`src/rtl/fifo_axis_pkg.sv`:
```
// Shared definitions for the AXI-Stream framer.
//   state_t    : framer FSM states (idle, streaming FIFO data, padding)
//   TUSER_SOF  : tuser bit marking the first beat of a frame
//   TUSER_PAD  : tuser bit marking a zero pad beat
package fifo_axis_pkg;

    typedef enum logic [1:0] {
        ST_IDLE   = 2'd0,
        ST_STREAM = 2'd1,
        ST_PAD    = 2'd2
    } state_t;

    localparam int TUSER_SOF = 0;
    localparam int TUSER_PAD = 1;

endpackage

```
`src/rtl/axis_skid2.sv`:
```
// Two-entry output buffer between the framer and the AXI-Stream master port.
// Head entry drives the outputs; entries leave in load order.
//   clk, srst     : clock and synchronous active-high reset
//   i_load        : write i_data (ignored when full)
//   i_unload      : drop the head entry (ignored when empty)
//   i_data        : entry to write
//   o_data        : head entry, held until unloaded
//   o_occupancy   : registered entry count, 0..2
module axis_skid2 #(
    parameter int WIDTH = 8
) (
    input  logic             clk,
    input  logic             srst,
    input  logic             i_load,
    input  logic             i_unload,
    input  logic [WIDTH-1:0] i_data,
    output logic [WIDTH-1:0] o_data,
    output logic [1:0]       o_occupancy
);

    logic [WIDTH-1:0] r_head;
    logic [WIDTH-1:0] r_tail;
    logic [1:0]       r_occ;
    logic             w_load;
    logic             w_unload;

    assign w_load   = i_load && (r_occ != 2'd2);
    assign w_unload = i_unload && (r_occ != 2'd0);

    always_ff @(posedge clk) begin
        if (srst) begin
            r_head <= '0;
            r_tail <= '0;
            r_occ  <= 2'd0;
        end else begin
            case (r_occ)
                2'd0: begin
                    if (w_load) begin
                        r_head <= i_data;
                        r_occ  <= 2'd1;
                    end
                end
                2'd1: begin
                    // Load and unload together replaces the head in place,
                    // sustaining one beat per cycle at occupancy 1.
                    if (w_load && w_unload) begin
                        r_head <= i_data;
                    end else if (w_load) begin
                        r_tail <= i_data;
                        r_occ  <= 2'd2;
                    end else if (w_unload) begin
                        r_occ  <= 2'd0;
                    end
                end
                default: begin
                    if (w_unload) begin
                        r_head <= r_tail;
                        r_occ  <= 2'd1;
                    end
                end
            endcase
        end
    end

    assign o_data      = r_head;
    assign o_occupancy = r_occ;

endmodule

```
`src/rtl/fifo_axis_framer.sv`:
```
// Pops a show-ahead FIFO, zero-extends each word to the stream width and
// emits fixed-length AXI-Stream frames (tuser[0] on first beat, tlast on
// last beat, tuser[1] on pad beats used to close a flushed frame).
//   aclk_i, areset_i     : clock, synchronous active-high reset
//   enable_i             : start/continue framing, honoured at frame boundaries
//   flush_i              : close a partial frame with zero pad beats
//   fifoEmpty_i/Dout_i   : show-ahead FIFO status and data
//   fifoRd_o             : FIFO pop strobe
//   m_axis_*             : AXI-Stream master (tvalid/tready/tdata/tlast/tuser)
//   busy_o               : framer active or output buffer non-empty
//   frame_cnt_o          : completed frames (tlast handshakes), wraps at 2^32
module fifo_axis_framer
    import fifo_axis_pkg::*;
#(
    parameter int FIFO_WIDTH = 100,
    parameter int AXIS_WIDTH = 128,
    parameter int FRAME_LEN  = 256
) (
    input  logic                  aclk_i,
    input  logic                  areset_i,
    input  logic                  enable_i,
    input  logic                  flush_i,
    input  logic                  fifoEmpty_i,
    input  logic [FIFO_WIDTH-1:0] fifoDout_i,
    output logic                  fifoRd_o,
    output logic                  m_axis_tvalid_o,
    input  logic                  m_axis_tready_i,
    output logic [AXIS_WIDTH-1:0] m_axis_tdata_o,
    output logic                  m_axis_tlast_o,
    output logic [1:0]            m_axis_tuser_o,
    output logic                  busy_o,
    output logic [31:0]           frame_cnt_o
);

    localparam int                BEAT_W    = (FRAME_LEN > 1) ? $clog2(FRAME_LEN) : 1;
    localparam logic [BEAT_W-1:0] LAST_BEAT = BEAT_W'(FRAME_LEN - 1);
    localparam int                SKID_W    = AXIS_WIDTH + 3;

    state_t              r_state;
    state_t              w_state_next;
    logic [BEAT_W-1:0]   r_beat_cnt;
    logic                r_flush_pend;
    logic                w_flush_pend_next;
    logic [31:0]         r_frame_cnt;

    logic                w_load;
    logic                w_fifo_rd;
    logic                w_can_load;
    logic                w_beat_last;
    logic                w_flush;
    logic                w_handshake;
    logic [1:0]          w_occ;
    logic [AXIS_WIDTH-1:0] w_beat_data;
    logic [1:0]          w_beat_user;
    logic [SKID_W-1:0]   w_skid_in;
    logic [SKID_W-1:0]   w_skid_out;

    // Load eligibility uses only the registered occupancy, so tready never
    // reaches fifoRd_o combinationally.
    assign w_can_load  = (w_occ < 2'd2);
    assign w_beat_last = (r_beat_cnt == LAST_BEAT);
    // A flush request is remembered until the FIFO drains; at a frame
    // boundary there is nothing to close, so it is dropped.
    assign w_flush     = (flush_i || r_flush_pend) && (r_beat_cnt != '0);

    always_comb begin
        w_state_next      = r_state;
        w_flush_pend_next = r_flush_pend;
        w_load            = 1'b0;
        w_fifo_rd         = 1'b0;
        case (r_state)
            ST_IDLE: begin
                w_flush_pend_next = 1'b0;
                if (enable_i) begin
                    w_state_next = ST_STREAM;
                end
            end
            ST_STREAM: begin
                w_load    = w_can_load && !fifoEmpty_i;
                w_fifo_rd = w_load;
                if (w_load && w_beat_last) begin
                    w_state_next      = enable_i ? ST_STREAM : ST_IDLE;
                    w_flush_pend_next = 1'b0;
                end else if (w_flush && fifoEmpty_i) begin
                    w_state_next      = ST_PAD;
                    w_flush_pend_next = 1'b0;
                end else if (w_flush) begin
                    w_flush_pend_next = 1'b1;
                end
            end
            ST_PAD: begin
                w_load = w_can_load;
                if (w_load && w_beat_last) begin
                    w_state_next = enable_i ? ST_STREAM : ST_IDLE;
                end
            end
            default: begin
                w_state_next = ST_IDLE;
            end
        endcase
    end

    // Beat payload: zero-extended FIFO word, or all zeros for pad beats.
    always_comb begin
        w_beat_data = '0;
        if (r_state != ST_PAD) begin
            w_beat_data[FIFO_WIDTH-1:0] = fifoDout_i;
        end
        w_beat_user            = '0;
        w_beat_user[TUSER_SOF] = (r_beat_cnt == '0);
        w_beat_user[TUSER_PAD] = (r_state == ST_PAD);
    end

    assign w_skid_in = {w_beat_user, w_beat_last, w_beat_data};

    always_ff @(posedge aclk_i) begin
        if (areset_i) begin
            r_state      <= ST_IDLE;
            r_beat_cnt   <= '0;
            r_flush_pend <= 1'b0;
            r_frame_cnt  <= '0;
        end else begin
            r_state      <= w_state_next;
            r_flush_pend <= w_flush_pend_next;
            if (w_load) begin
                r_beat_cnt <= w_beat_last ? '0 : r_beat_cnt + 1'b1;
            end
            if (w_handshake && m_axis_tlast_o) begin
                r_frame_cnt <= r_frame_cnt + 32'd1;
            end
        end
    end

    axis_skid2 #(
        .WIDTH(SKID_W)
    ) u_skid (
        .clk        (aclk_i),
        .srst       (areset_i),
        .i_load     (w_load),
        .i_unload   (w_handshake),
        .i_data     (w_skid_in),
        .o_data     (w_skid_out),
        .o_occupancy(w_occ)
    );

    assign m_axis_tvalid_o = (w_occ != 2'd0);
    assign w_handshake     = m_axis_tvalid_o && m_axis_tready_i;
    assign m_axis_tdata_o  = w_skid_out[AXIS_WIDTH-1:0];
    assign m_axis_tlast_o  = w_skid_out[AXIS_WIDTH];
    assign m_axis_tuser_o  = w_skid_out[AXIS_WIDTH+2:AXIS_WIDTH+1];
    assign fifoRd_o        = w_fifo_rd;
    assign busy_o          = (r_state != ST_IDLE) || (w_occ != 2'd0);
    assign frame_cnt_o     = r_frame_cnt;

endmodule

```
`config.mk`:
```
export PLATFORM = sky130hd
export DESIGN_NAME = fifo_axis_framer
export DESIGN_NICKNAME = d
export VERILOG_FILES = /design/src/rtl/fifo_axis_pkg.sv /design/src/rtl/axis_skid2.sv /design/src/rtl/fifo_axis_framer.sv
export SDC_FILE = /design/constraint.sdc
export NUM_CORES = 1
export LEC_CHECK = 0
export ABC_AREA = 1
export BUFFER_PORTS_ARGS = -buffer_cell sky130_fd_sc_hd__buf_2
export CELL_PAD_IN_SITES_DETAIL_PLACEMENT = 0
export CELL_PAD_IN_SITES_GLOBAL_PLACEMENT = 2
export CORE_ASPECT_RATIO = 0.75
export CORE_MARGIN = 1
export CORE_UTILIZATION = 30
export CTS_BUF_LIST = sky130_fd_sc_hd__clkbuf_8
export DETAILED_ROUTE_END_ITERATION = 6
export PLACE_DENSITY = 0.86
export SLEW_MARGIN = 10
export SYNTH_ARGS = -nofsm -noshare
export SYNTH_HDL_FRONTEND = slang
export SYNTH_SLANG_ARGS = --single-unit
```
`constraint.sdc`:
```
create_clock -name aclk_i -period 2 [get_ports aclk_i]
set_input_delay 0.4 -clock aclk_i [delete_from_list [all_inputs] [get_ports aclk_i]]
set_output_delay 0.4 -clock aclk_i [all_outputs]
set_load 0.02 [all_outputs]
```
# --- Word-level counts from Yosys, hierarchy flattened ---
# Cells that the tools add are included.
word_totals:
  ff_bits: 279
  in_bits: 106
  out_inout_bits: 166
  elab_cells: 75
op_classes:
  add_sub_neg: 2
  n_lt_le_gt_ge: 1
  eq_ne: 14
  n_mux: 24
  n_bitwise: 1
  reduce_logical: 26
op_table:
  columns: ["op", "n"]
  rows:
  - ["$mux 131", 3]
  - ["$pmux 131 s2", 1]
  - ["$mux 100", 1]
  - ["$add 32x1->32 const B", 1]
  - ["$mux 2", 9]
  - ["$logic_and 1x1->1", 10]
  - ["$ne 2x2->1 const B", 5]
  - ["$reduce_and 3->1", 3]
  - ["$add 8x1->8 const B", 1]
  - ["$eq 8x8->1 const B", 1]
  - ["$logic_not 8->1", 1]
  - ["$mux 8", 1]
  - ["$reduce_bool 8->1", 1]
  - ["$pmux 2 s3", 1]
  - ["$reduce_bool 2->1", 3]
  - ["$mux 1", 5]
  - ["$eq 2x1->1 const B", 2]
  - ["$logic_not 2->1", 2]
  - ["$ne 2x1->1 const B", 2]
  - ["$ne 4x4->1 const B", 1]
  - ["$pmux 1 s2", 2]
  - ["$pmux 2 s2", 1]
  - ["$reduce_and 4->1", 1]
  - ["$ne 3x1->1 const B", 1]
  - ["other kinds (8)", 9]

# --- Longest topological paths before layout ---
# Gate-level depths: netlist of run 1.
logic_depth:
  word_depth: 7
  ltp_mapped: 13
  ltp_nobuf: 11

# --- Hierarchy ---
# Synthesis of run 1 repeated with hierarchy kept, for this count alone.
unflattened:
  hier_cells: 2457
  hier_area_um2: 14843.0
modules_own_cells:
  columns: ["module", "instances", "cells_per_inst", "area_per_inst_um2"]
  rows:
  - ["axis_skid2", 1, 1838, 11532.3]
  - ["fifo_axis_framer", 1, 619, 3310.7]

# --- Worst setup path before layout of run 1 ---
# No wires, ideal clock.
synth_path:
  path_kind: "flip-flop to flip-flop"
  startpoint: "register r_state[0]"
  endpoint: "register u_skid.r_tail[10]"
  setup_time_ps: 70
  arrival_ps: 1681
  setup_slack_ps: 249
  stages_incl_launch_ff: 9
  period_less_slack_ps: 1751
  path_cell_list: "dfxtp_1 > inv_1 > ha_1 > inv_2 > buf_2 > clkbuf_1 > clkbuf_1 > nand3_1 > a21oi_1"
synth_between:
  elab_chain_len: 6
synth_rtl:
  columns: ["item", "line", "text"]
  rows:
  - ["start: declaration", "fifo_axis_framer.sv:39", "state_t r_state;"]
  - ["start signal: assignment", "fifo_axis_framer.sv:123", "r_state <= w_state_next;"]
  - ["$eq 2x2->1 *", null, null]
  - ["via u_skid.i_data[130]", "axis_skid2.sv:16", "input logic [WIDTH-1:0] i_data,"]
  - ["$pmux 1 s2 *", "fifo_axis_framer.sv:71", "case (r_state)"]
  - ["$logic_and 1x1->1 *", "axis_skid2.sv:27", "assign w_load = i_load && (r_occ != 2'd2);"]
  - ["$logic_and 1x1->1", "axis_skid2.sv:46", "if (w_load && w_unload) begin"]
  - ["$not 1->1 (no source line)", null, null]
  - ["$reduce_and 3->1 (no source line) *", null, null]
  - ["end signal: assignment", "axis_skid2.sv:49", "r_tail <= i_data;"]
  - ["end: declaration", "axis_skid2.sv:22", "logic [WIDTH-1:0] r_tail;"]
# Mark *: on every way through the listed nets, which the timed path passes. The rest lies on a longest branch.
# A chain may end at the register's enable or synchronous reset.

# --- Final worst setup path of run 1 ---
layout_path:
  startpoint: "register r_state[1]"
  endpoint: "output fifoRd_o"
layout_between:
  elab_chain_len: 2
layout_rtl:
  columns: ["item", "line", "text"]
  rows:
  - ["$eq 2x1->1", "fifo_axis_framer.sv:71", null]
  - ["$mux 1", "fifo_axis_framer.sv:71", null]
  - ["end: declaration", "fifo_axis_framer.sv:25", "output logic fifoRd_o,"]
# Every way passes these cells.

==> metrics.md, run 1 <==
| Metric | Value |
|---|---|
| Final Hold Viols | 0 |
| CTS tree | yes |
| Setup_tns | 0 ps |
| Asr flop ratio synth | 0% |
| Util after Layout | 38.8% |
| CTS root buf | clkbuf_8 |
| FMAX | between 500 and 600 MHz |
| WP data required | ~1600 ps |
| Max_slew headroom | about 64% |
| Post-synth top area cell | dfxtp_1 |
| Buffer depth of the longest clock path | 3 |
| Yosys warnings | 0 |
| Layout Area Growth over Synthesis | 27.0% |
| Sequential area share after synthesis | around 44% |
| Crit-path slowest cell | dfxtp_4 |
| Port Buffers | roughly 240 |
| Total Nets Final | ~2000 |
| Synth unique cells | 38 |
| CTS HTree Levels | 2 |
| Maximum fanout along the worst path | 2 |
| Clock buffer count from CTS | between 40 and 50 |
| Initial antenna violation count | 10 |
| Clk_lat worst skew | between 500 and 600 ps |
| Gr usage total | 18.1% |
| Total gr overflow | 0 |
| Final setup viols | 0 |
| CTS Sinks | 251 |
| Die area | between 30000 and 40000 µm² |
| Synth Flop Type | dfxtp_1 |
| Sw frac | around a third |
| Crit path max-delay family | buffers and inverters |
| Post-route minimum period | 1900 ps |
| Initial Utilization | a little under a third |
| Placement Cell Area | approximately 13000 µm² |
| Vias per cell | between 4 and 5 |
| Cell with the most instances after synthesis | nand2_1 |
| Largest net degree at the start of global routing | 92 |
| Comb pwr share | 28.9% |
| Sequential share of power | roughly two fifths |
| Io pins | 272 |
| Mapped Cells | 1656 |
| Fin. max-slew vios | 0 |
| Pwr/cell area | 1020 nW/µm² |
| Die X | approximately 230 µm |
| DRC Markers | 0 |
| Top cell type's share of synthesized area | between 40% and 50% |
| Critical Path Source Type | flop |
| Max_cap viols | 0 |
| Final RePlAce weighted congestion | 0.800 |
| First-pass GRT wire length | 55.4 mm |
| Placement Rows | 61 |
| Design area | ~14000 µm² |
| Synth Area per Inst | a little under 7 µm² |
| Layout cells sized above 1 | about a fifth |
| Die height | between 150 and 200 µm |
| CP Buf/Inv Count | 4 |
| Worst-Margin Slew | ~540 ps |
| Final period util | a little over nine tenths |
| Worst VDD drop | 0.534 mV |
| Average wire per standard cell | roughly 15 µm |
| LEAKAGE | between 6 and 7 nW |
| RSZ-0062 raised after global routing | yes |
| Max Clock Skew | ~16 ps |
| Worst path max stage delay | 350 ps |
| Synth top area cells | dfxtp_1 44%, nand2_1 14%, nor2_1 9.6%, a21oi_1 7.6%, o21ai_0 6.6% |
| Routed Antenna Nets | 0 |
| Pre-antenna DRT Iters | 4 |
| Hpwl dp | ~23 mm |
| CP Cell Sequence | inv_4, ha_4, inv_1, buf_4, nor2_1, buf_4 |
| Critical Path End Type | output pin |
| 1st-iter DRT viols | ~630 |
| Number of synthesized flops with an enable pin | 0 |
| Most used cell, CP | buf_4 |
| P_int | slightly below 10 mW |
| Crit Path Category | reg2out |
| Mapped Area | approximately 11000 µm² |
| Crit path DAT | ~1500 ps |
| Final hold slack | 111 ps |
| Vias in the first global route | 10300 |
| Core area | approximately 37000 µm² |
| Hold Buf Count CTS | 0 |
| Status | complete, no violations |
| Via count | between 10000 and 15000 |
| Post-synth top cells | 438 x nand2_1, 292 x nor2_1, 251 x dfxtp_1, 172 x a21oi_1, 149 x o21ai_0 |
| Synth Register Bits | about 250 |
| Clock transition at path regs | 60 ps |
| Setup slack, reg-to-reg | 120 ps |
| Worst Hold Class | in2reg |
| Clock power share | 31.8% |
| Switching Power | around 5 mW |
| Routed WL | between 30 and 40 mm |
## area by class of cell
cell class	count	area [µm²]
clock buffers	53	729
repair buffers	310	2140
inverters	50	206
clock inverters	25	130
well taps	504	631
diodes	4	10.0
fillers	4064	22800
multi-input cells	1243	5580
flip-flops and latches	251	5030
## kinds of logic after synthesis
kind of cell               count (synthesis)  share of synthesized area, %
AOI/OAI and AO/OA                        328                          14.6
DFF                                      251                          44.1
and+or+nand+nor                          871                          31.1
adders and majority gates                  8                         0.879
xor gates and xnor gates                   7                         0.539
other                                      1                        0.0329
buffers and inverters                    190                          8.76
## flip-flops by register name, indices dropped and copies added (netlist names)
name and cells:
r_flush_pend 1, u_skid.r_tail 103, frame_cnt_o 32, u_skid.o_occupancy 2, r_beat_cnt 8, r_state 2
u_skid.o_data 103
## routing by layer
layer,GRT usage [%],vias up,share of wire [%]
li1,-,5797,-
met1,25.2,5180,49
met2,27.3,287,42
met3,4.47,72,6.5
met4,5.66,8,2.2
met5,0,-,0.14
## worst min-delay path: stages
cell     delay, ps
buf_2          100
nand3_1         70
a21oi_1         50
## final timing paths
path	start	cells past startpoint	to
setup / recovery	r_state[1]	6	fifoRd_o
setup reg to reg	u_skid.o_occupancy[1]	12	u_skid.o_data[46]
hold reg to reg	u_skid.r_tail[69]	2	u_skid.r_tail[69]
hold / removal	fifoDout_i[66]	3	u_skid.r_tail[66]
## layout by cell type, fill, tap and decap left out, drive strengths merged
| cell | instances |
|---|---|
| nand2 | 443 |
| buf | 305 |
| nor2 | 295 |
| dfxtp | 251 |
| a21oi | 172 |
| o21ai | 150 |
| nand3 | 94 |
| inv | 67 |
| clkbuf | 56 |
| conb | 28 |
| nor3 | 22 |
| nand4 | 9 |
| ha | 8 |
| clkinv | 5 |
| diode | 4 |
| xor2 | 4 |
| o21a | 3 |
| or2 | 3 |
| nor3b | 3 |
| xnor2 | 3 |
| and3 | 2 |
| clkinvlp | 2 |
| bufbuf | 2 |
| nor4 | 1 |
| a22oi | 1 |
| o21bai | 1 |
| a31oi | 1 |
| bufinv | 1 |
## power groups by stage
stage | Sequential, mW | Clock [mW] | Combinational [mW]
after floorplan | 6.40 | 0 | 2.16
after global placement | 5.88 | 0 | 4.01
after detailed placement | 5.89 | 0 | 4.03
after CTS | 5.79 | 4.90 | 4.07
after global routing | 5.85 | 5.10 | 4.76
final | 5.79 | 4.69 | 4.26
## what timing repair did
action                     CTS  global route
gates cloned                 2             4
pin swaps                    0             6
hold endpoints to repair     0             0
setup buffers                1             7
setup endpoints to repair    2            26
resized for setup            7            18
## stage by stage
stage | worst slack [ps] | power, mW | cells
2_1_floorplan | 249 | 8.55 | 1683
3_3_place_gp | 78.7 | 9.89 | 2345
3_5_place_dp | 50.8 | 9.92 | 2345
4_1_cts | 4.29 | 14.8 | 2426
5_1_grt | -24.3 | 15.7 | 2440
6_report | 95.9 | 14.7 | 2440
(Power assumes the default switching activity.)
==> inputs of run 2 (changes only) <==
- SKIP_LAST_GASP: unset -> 1
- clock period: 2 -> 1.85 ns (I/O delays scaled with it)
==> run 2 against run 1 <==
  * Final cell count rose by 1.1%
  * Sequential power rose by 8.1%
  * Non-clock buffer count rose by 27
  * Hold slack got worse by 43 ps
  * Clock power rose by 13%
  * Largest cell class unchanged
==> metrics.md, run 2 (synthesis gave the netlist of run 1 again) <==
| Metric | Value |
|---|---|
| Post-route minimum period | roughly 1800 ps |
| Fill count | between 3000 and 4000 |
| Placement Cell Area | about 13000 µm² |
| Final setup viols | 0 |
| Pwr/cell area | 1100 nW/µm² |
| Via count | between 10000 and 15000 |
| Critical Path End Type | flop |
| CTS tree | yes |
| Initial Utilization | just over 30% |
| Placed insts | ~2400 |
| Setup_tns | 0 ps |
| Switching Power | around 5.7 mW |
| Routed WL | between 30 and 40 mm |
| Status | complete, no violations |
| Gr usage total | between 10% and 20% |
| Routed Antenna Nets | 0 |
| FMAX | 547 MHz |
| Vias per cell | between 4 and 5 |
| Hpwl dp | about 23 mm |
| Final Hold Viols | 0 |
| Critical Path Source Type | flop |
| Commonest non-fill, non-tap cells in the layout | 437 x nand2_1, 288 x nor2_1, 247 x dfxtp_1 |
| Worst VDD drop | 0.533 mV |
| Register area | roughly 5000 µm² |
| Layout Area Growth over Synthesis | 30.9% |
| Initial antenna violation count | 8 |
| DRC Markers | 0 |
| Final RePlAce weighted congestion | 0.803 |
| Footprint of the multi-input gates | ~5700 µm² |
| Max_cap viols | 0 |
| Pre-antenna DRT Iters | 5 |
| Final period util | 98.7% |
| Port Buffers | roughly 240 |
| Die X | around 230 µm |
| Max_slew headroom | a little over three fifths |
| P_int | 10.7 mW |
| Layout cells sized above 1 | between 20% and 30% |
| Average wire per standard cell | 14.9 µm |
| Worst path max stage delay | ~340 ps |
| LEAKAGE | 6.88 nW |
| Core area | ~37000 µm² |
| 1st-iter DRT viols | between 500 and 600 |
| Most used cell, CP | buf_6 |
| Hold endpoint | u_skid.r_tail[24] |
| CTS Sinks | about 250 |
| Sw frac | 34.7% |
| First-pass GRT wire length | roughly 55 mm |
| R2r startpoint | r_state[1] |
| Clock buffer count from CTS | between 40 and 50 |
| Fin. max-slew vios | 0 |
| Clk_lat worst skew | roughly 570 ps |
| Largest net degree at the start of global routing | approximately 100 |
| Io pins | ~270 |
| Sequential share of power | about two fifths |
| Buffer depth of the longest clock path | 3 |
| Worst Hold Class | in2reg |
| Final hold slack | between 60 and 70 ps |
| RSZ-0062 raised after global routing | yes |
| Most common cell after layout, fill and taps aside | nand2_1 |
| Total Nets Final | a little over 2000 |
| Maximum fanout along the worst path | 7 |
| Clock transition at path regs | around 60 ps |
| CTS HTree Levels | 2 |
| Max Clock Skew | 20.5 ps |
| Placement Rows | slightly above 60 |
| Worst reg-to-reg path cell count | 12 |
| Hold path depth | 3 |
| WP data required | between 2000 and 2500 ps |
| Design area | about 15000 µm² |
| Crit path DAT | 2260 ps |
| Die area | roughly 39000 µm² |
| Vias in the first global route | roughly 10000 |
| Total gr overflow | 0 |
| Die height | about 170 µm |
| Crit Path Category | reg2reg |
| Layout Cells excl Fill | ~2500 |
| Setup slack, reg-to-reg | between 20 and 25 ps |
| Hold_sp | fifoDout_i[24] |
| CP Cell Sequence | inv_2, buf_6, ha_4, nand2_4, buf_6, nor3_4, buf_12, buf_8, buf_6, nand2_4, o21ai_2, nor2_1 |
| CTS root buf | clkbuf_8 |
| Clock power share | about a third |
| Hold Buf Count CTS | 0 |
| Worst-Margin Slew | approximately 550 ps |
| R2r endpoint | u_skid.r_tail[129] |
| Crit-path slowest cell | dfxtp_2 |
| Comb pwr share | 29.4% |
run 2: cell count changes in the layout (fill, tap and decap cells not counted), sizes merged:
cell,before,now
buf,305,333
bufbuf,2,1
bufinv,1,2
clkinv,5,10
diode,4,2
inv,67,63
nand2,443,444
run 2: critical path: cells and delay by family, from the launching register on:
kind,cells,cell delay [ps]
adders and majority gates,1,270
and+or+nand+nor,4,290
buffers and inverters,6,720
AOI/OAI and AO/OA,1,60
DFF,1,340
run 2: power by group through the flow:
stage          combinational (mW)  sequential, mW  clock (mW)
2_1_floorplan                2.33            6.91           0
3_3_place_gp                 4.43            6.34           0
3_5_place_dp                 4.44            6.36           0
4_1_cts                      4.69            6.27        5.51
5_1_grt                      5.39            6.32        5.75
6_report                     4.83            6.26        5.32
run 2: metrics by stage:
| step | total power, mW | worst slack (ps) | utilization, % |
|---|---|---|---|
| global placement | 10.8 | 12.2 | 36.0 |
| detailed placement | 10.8 | -91.4 | 36.0 |
| CTS | 16.5 | -20.3 | 39.1 |
| floorplan | 9.25 | 99.0 | - |
| global route | 17.5 | -54.9 | 40.0 |
| finish | 16.4 | 23.5 | 40.0 |
run 2: area by class of cell:
type                            count  share of cell area, %
Multi-Input combinational cell   1244                   38.2
Sequential cell                   251                   33.8
Antenna cell                        2                 0.0336
Inverter                           50                   1.44
Timing Repair Buffer              337                   16.2
Timing Repair inverter              1                 0.0336
Clock buffer                       53                   4.90
Tap cell                          504                   4.23
Clock inverter                     26                   1.17
run 2: worst max path at each step:
stage                                    end  cells after the start  startpoint
after floorplan            u_skid.r_tail[10]                      8  r_state[0]
after global placement     u_skid.o_data[53]                     10  r_state[0]
after detailed placement   u_skid.r_tail[14]                     11  r_state[1]
after CTS                           fifoRd_o                      6  r_state[1]
after global routing       u_skid.r_tail[48]                     10  r_state[1]
final                     u_skid.r_tail[129]                     12  r_state[1]
run 2: routing by layer:
metal	vias to the layer above	wire (µm)	share of wire, %	global-route usage (%)
li1	5850	-	-	-
met1	5342	17800	49	25.0
met2	265	15800	43	27.3
met3	65	2190	6.0	4.28
met4	12	780	2.1	5.63
met5	-	77	0.21	0
run 2: timing repair:
action / CTS / global route
pin swaps: 8 / 10
cloned: 2 / 5
endpoints found under the setup margin: 150 / 190
gates resized for setup: 42 / 46
buffers inserted: 12 / 7
